[src/rtl/integrity_status_monitor.sv]
// Integrity status monitor for the FPGA top level.
// Qualifies alarm lines after a post-reset blanking window, keeps sticky flags,
// saturating per-channel counters and a first-alarm record, latches program exit,
// and drives a registered 8-bit LED bank through a selectable display mode.
module integrity_status_monitor #(
  parameter int N_ALARM      = 4,
  parameter int BLANK_CYCLES = 7,
  parameter int CNT_WIDTH    = 8,
  parameter int ADDR_WIDTH   = 16,
  localparam int ID_WIDTH    = (N_ALARM > 1) ? $clog2(N_ALARM) : 1
) (
  input  logic                           clk_core_slow_i,
  input  logic                           rst_i,
  input  logic [N_ALARM-1:0]             alarm_i,
  input  logic                           clear_i,
  input  logic [ADDR_WIDTH-1:0]          instr_addr_i,
  input  logic                           exit_valid_i,
  input  logic [31:0]                    exit_value_i,
  input  logic [1:0]                     mode_i,
  output logic                           armed_o,
  output logic [N_ALARM-1:0]             alarm_sticky_o,
  output logic [N_ALARM*CNT_WIDTH-1:0]   alarm_cnt_o,
  output logic                           first_valid_o,
  output logic [ID_WIDTH-1:0]            first_id_o,
  output logic [ADDR_WIDTH-1:0]          first_addr_o,
  output logic                           exit_valid_o,
  output logic [31:0]                    exit_value_o,
  output logic [7:0]                     led_o
);

  // Counter must be able to hold BLANK_CYCLES itself, where it parks.
  localparam int BLANK_W = $clog2(BLANK_CYCLES + 1);
  localparam int N_NIB   = ADDR_WIDTH / 4;
  localparam logic [CNT_WIDTH-1:0] CNT_MAX = '1;

  logic [BLANK_W-1:0]           blank_cnt_reg;
  logic                         armed;
  logic [N_ALARM-1:0]           alarm_q;
  logic                         any_q;
  logic [N_ALARM-1:0]           sticky_flat;
  logic [N_ALARM*CNT_WIDTH-1:0] cnt_flat;

  logic                         first_valid_reg;
  logic [ID_WIDTH-1:0]          first_id_reg;
  logic [ID_WIDTH-1:0]          first_id_next;
  logic [ADDR_WIDTH-1:0]        first_addr_reg;

  logic                         exit_valid_reg;
  logic [31:0]                  exit_value_reg;

  logic [ADDR_WIDTH-1:0]        addr_masked;
  logic [3:0]                   addr_fold;
  logic [CNT_WIDTH-1:0]         sel_cnt;
  logic [7:0]                   led_reg;
  logic [7:0]                   led_next;

  // Armed once the blanking counter has parked at BLANK_CYCLES.
  assign armed   = (blank_cnt_reg == BLANK_W'(BLANK_CYCLES));
  assign alarm_q = alarm_i & {N_ALARM{armed}};
  assign any_q   = |alarm_q;

  // Blanking counter: counts up after reset release and then holds; clear does not touch it.
  always_ff @(posedge clk_core_slow_i) begin
    if (rst_i) begin
      blank_cnt_reg <= '0;
    end else if (!armed) begin
      blank_cnt_reg <= blank_cnt_reg + BLANK_W'(1);
    end
  end

  // Per-channel sticky flag and saturating level counter.
  generate
    for (genvar gi = 0; gi < N_ALARM; gi++) begin : g_chan
      logic                 sticky_reg;
      logic [CNT_WIDTH-1:0] cnt_reg;

      // Clear beats a coincident alarm; counter stops at all-ones instead of wrapping.
      always_ff @(posedge clk_core_slow_i) begin
        if (rst_i || clear_i) begin
          sticky_reg <= 1'b0;
          cnt_reg    <= '0;
        end else if (alarm_q[gi]) begin
          sticky_reg <= 1'b1;
          if (cnt_reg != CNT_MAX) begin
            cnt_reg <= cnt_reg + CNT_WIDTH'(1);
          end
        end
      end

      assign sticky_flat[gi]                          = sticky_reg;
      assign cnt_flat[gi*CNT_WIDTH +: CNT_WIDTH]      = cnt_reg;
    end
  endgenerate

  // Lowest qualified channel index wins when several fire together.
  always_comb begin
    first_id_next = '0;
    for (int i = N_ALARM - 1; i >= 0; i--) begin
      if (alarm_q[i]) begin
        first_id_next = ID_WIDTH'(i);
      end
    end
  end

  // First-alarm record: captured once, frozen until clear or reset.
  always_ff @(posedge clk_core_slow_i) begin
    if (rst_i || clear_i) begin
      first_valid_reg <= 1'b0;
      first_id_reg    <= '0;
      first_addr_reg  <= '0;
    end else if (any_q && !first_valid_reg) begin
      first_valid_reg <= 1'b1;
      first_id_reg    <= first_id_next;
      first_addr_reg  <= instr_addr_i;
    end
  end

  // Exit latch: only the first strobe after reset is kept.
  always_ff @(posedge clk_core_slow_i) begin
    if (rst_i) begin
      exit_valid_reg <= 1'b0;
      exit_value_reg <= '0;
    end else if (exit_valid_i && !exit_valid_reg) begin
      exit_valid_reg <= 1'b1;
      exit_value_reg <= exit_value_i;
    end
  end

  // Word-aligned fetch address folded into one nibble by XOR.
  always_comb begin
    addr_masked = instr_addr_i & ~ADDR_WIDTH'(3);
    addr_fold   = 4'h0;
    for (int i = 0; i < N_NIB; i++) begin
      addr_fold = addr_fold ^ addr_masked[i*4 +: 4];
    end
  end

  // Counter of the recorded first channel, looked up without out-of-range indexing.
  always_comb begin
    sel_cnt = '0;
    for (int i = 0; i < N_ALARM; i++) begin
      if (first_id_reg == ID_WIDTH'(i)) begin
        sel_cnt = cnt_flat[i*CNT_WIDTH +: CNT_WIDTH];
      end
    end
  end

  // LED source selection from current state; registered below so the bank never glitches.
  always_comb begin
    led_next = 8'h00;
    case (mode_i)
      2'd0:    led_next = {~armed, exit_valid_reg, first_valid_reg, |sticky_flat, addr_fold};
      2'd1:    led_next = 8'(sticky_flat);
      2'd2:    led_next = first_valid_reg ? 8'(sel_cnt) : 8'h00;
      default: led_next = exit_value_reg[7:0];
    endcase
  end

  // LED bank register.
  always_ff @(posedge clk_core_slow_i) begin
    if (rst_i) begin
      led_reg <= 8'h00;
    end else begin
      led_reg <= led_next;
    end
  end

  assign armed_o        = armed;
  assign alarm_sticky_o = sticky_flat;
  assign alarm_cnt_o    = cnt_flat;
  assign first_valid_o  = first_valid_reg;
  assign first_id_o     = first_id_reg;
  assign first_addr_o   = first_addr_reg;
  assign exit_valid_o   = exit_valid_reg;
  assign exit_value_o   = exit_value_reg;
  assign led_o          = led_reg;

endmodule

[config.mk]
export PLATFORM = sky130hd
export DESIGN_NAME = integrity_status_monitor
export DESIGN_NICKNAME = d
export VERILOG_FILES = /design/src/rtl/integrity_status_monitor.sv
export SDC_FILE = /design/constraint.sdc
export NUM_CORES = 1
export LEC_CHECK = 0
export CORE_AREA = 2 2 108 110
export CTS_CLUSTER_DIAMETER = 150
export CTS_CLUSTER_SIZE = 30
export DETAILED_ROUTE_END_ITERATION = 10
export DIE_AREA = 0 0 110 112
export MAX_ROUTING_LAYER = met4
export PLACE_DENSITY = 0.81
export SYNTH_ARGS = -nofsm -noshare
export SYNTH_HDL_FRONTEND = slang
export SYNTH_SLANG_ARGS = --single-unit
[constraint.sdc]
create_clock -name clk_core_slow_i -period 3.6 [get_ports clk_core_slow_i]
set_input_delay 1.08 -clock clk_core_slow_i [delete_from_list [all_inputs] [get_ports clk_core_slow_i]]
set_output_delay 1.08 -clock clk_core_slow_i [all_outputs]
set_load 0.03 [all_outputs]
==> impl_metrics.toml <==
[hold_path]
hold_class = "reg -> reg"
hold_depth = 2
hold_path_startpoint = "exit_value_o[31]"
hold_path_end = "exit_value_o[31]"

[global_routing]
grt_pass1_wl_um = 19700
antenna_found_initial = 0
grt_start_max_net_pins = 49
grt_pass1_vias = 3914
grt_util_all_layers_pct = 21.2
grt-ovfl-total = 0

[cells_and_area]
area_delta_synth_final_pct = 43.2
fin_cells = 787
nNetsFinal = 703
diodes = 0
drive_gt1_share_pct = 8.70

[drt]
drt_pre_antenna_iters = 5
finalWirelength_um = 12900
drtIter0Drc = 297
wl_per_cell_um = 16.4
via_per_inst = 5.36
vias = 4215
antenna_left = 0
drc = 0

[setup_path]
timing.rr.start = "blank_cnt_reg[0]"
cp-end-kind = "primary output"
regToRegSetupSlack_ns = 1.54
reg2reg_depth = 7
required_ns = 2.52
critPathMaxFanout = 2
worst_ep_arrival_time_ns = 1.72
path_class = "reg -> out"
start_kind = "register"
rr_endpoint = "first_addr_o[6]"

[clock_network]
postCtsSetupBuffers = 0
cts.repair.resized = 0
clockBufferDepth = 2
htreeDepth = 3
clkSlewWorstSetupHoldPaths_ns = 0.06
clock_sinks = 99
clkLatencyLatePin_ns = 0.34
tritoncts = "built"
cts_made_buffers = 9
cts-root-buf = "clkbuf_16"
cts_hold_buf = 0

[floorplan]
die_x_um = 110
core_um2 = 11200
num_io_pins = 155
initial_core_util_pct = 39.1
dieArea_um2 = 12300
rows = 39
fp.dieH_um = 112

[power_and_ir_drop]
power.leakage_nw = 2.23
p_per_area_nw_per_um2 = 388
vdd_ir_drop_max_mv = 0.257

[synthesis]
syn-cell-area_um2 = 4370
ys_ff_latch = 99
synth_top_area_cell = "dfxtp_1"
yosysSeqAreaShare_pct = 45.4
netlist_top_cells_count = "106 x nand2_1, 99 x dfxtp_1, 46 x nor2_1, 44 x a21oi_1, 22 x clkbuf_1"
synth-edff-count = 0
synth_nets = 568
ys_warn_count = 0
yosysUniqueCellTypes = 48
synthArstFlopShare_pct = 0
synth_most_common_cell = "nand2_1"
synth_top_area_share_pct = 45.4
synth.avg_cell_area_um2 = 8.67
synth_cells = 504
ys.flop_type = "dfxtp_1"
synth_area_leaders = "dfxtp_1 45%, nand2_1 9.1%, a21oi_1 5.0%"

[job]
cap_violations = 0

[timing]
slew_headroom_pct = 29.6
setup_tns_ns = 0
rsz0062_at_grt = "false"
fin_crit_sh_pct = 77.7
maxSlewViolCount = 0
worstMarginPinSlew_ns = 1.06
finClkSkew_ns = 0.00551
hold_viol = 0
setup_violations = 0
fmax_ghz = 0.357
fin_crit_ns = 2.80

[outcome]
status = "finished, final reports clean"

[placed_design]
dp_cells = 771
dp_hpwl_um = 9580
numPortBuffers = 154
place_congestion = 0.929
-- critical path, cell delays in order, from the launching register on --
cell,delay (ns)
dfxtp_1,0.36
ha_1,0.15
ha_1,0.17
clkdlybuf4s50_1,0.70
-- cell type report --
cell class	instances	area, µm²
fill	1001	4920
multi-input combinational	363	2180
sequential	99	1980
timing repair buffer	159	1580
clock buffer	11	233
tap	143	179
clock inverter	5	77.6
inverter	7	26.3
-- per-stage QoR --
stage	total power [mW]	util (%)	setup WS [ns]	cell area (µm²)	hold WS (ns)
floorplan	1.30	-	1.43	4370	0.468
global placement	1.44	53.2	0.789	5950	0.441
detailed placement	1.45	53.2	0.739	5950	0.447
CTS	2.45	56.0	0.777	6260	0.455
global route	2.51	56.0	0.730	6260	0.475
finish	2.43	56.0	0.802	6260	0.453
-- kinds of logic (layout without fill, tap and decap cells) --
| family | after synthesis | after routing | synth area share, % |
|---|---|---|---|
| muxes | 19 | 19 | 6.67 |
| AOI/OAI and AO/OA | 100 | 100 | 14.7 |
| buffers and inverters | 42 | 182 | 4.78 |
| DFF | 99 | 99 | 45.4 |
| xor gates and xnor gates | 22 | 22 | 4.41 |
| and+or+nand+nor | 216 | 216 | 22.3 |
| adders and majority gates | 6 | 6 | 1.72 |
-- report_power, final --
group	internal (mW)	total (mW)	switching (mW)
Sequential	1.12	1.14	0.0165
Combinational	0.131	0.280	0.149
Clock	0.607	1.01	0.403
Total	1.86	2.43	0.568
-- routing by layer --
layer	routed length (µm)	share of wire [%]	global-route usage [%]	vias to the layer above
met5	0	0	-	-
met4	258	2.0	8.44	0
met3	1200	9.3	4.04	20
met2	6250	48	34.7	203
met1	5230	40	25.4	1985
li1	-	-	-	2007
-- cell usage in the layout, fill, tap and decap left out, types with 3 or more instances in the layout --
cell type | synthesis | routed
o21ai_0 | 10 | 10
mux2i_1 | 10 | 10
and4_1 | 3 | 3
o211ai_1 | 8 | 8
ha_1 | 6 | 6
inv_1 | 7 | 7
nand2_1 | 106 | 106
xor2_1 | 13 | 13
clkbuf_16 | 0 | 9
and2_1 | 6 | 6
clkdlybuf4s50_1 | 0 | 154
nor3_1 | 6 | 6
buf_4 | 6 | 5
xnor2_1 | 9 | 9
dfxtp_1 | 99 | 99
mux4_2 | 8 | 8
nand4_1 | 13 | 13
nor2_1 | 46 | 46
nand2b_1 | 3 | 3
and3_1 | 9 | 9
nand2_2 | 10 | 10
a211oi_1 | 3 | 3
nand3_1 | 7 | 7
a21oi_1 | 44 | 44
a21oi_2 | 11 | 11
a31oi_1 | 9 | 9
-- worst max-delay path by stage --
| stage | start | to | slack, ns |
|---|---|---|---|
| floorplan | alarm_i[3] | first_addr_o[10] | 1.43 |
| global placement | alarm_i[3] | first_addr_o[3] | 0.79 |
| detailed placement | alarm_i[3] | first_addr_o[4] | 0.74 |
| CTS | blank_cnt_reg[0] | armed_o | 0.78 |
| global route | blank_cnt_reg[0] | armed_o | 0.73 |
| finish | blank_cnt_reg[0] | armed_o | 0.80 |
(Power assumes the default switching activity.)
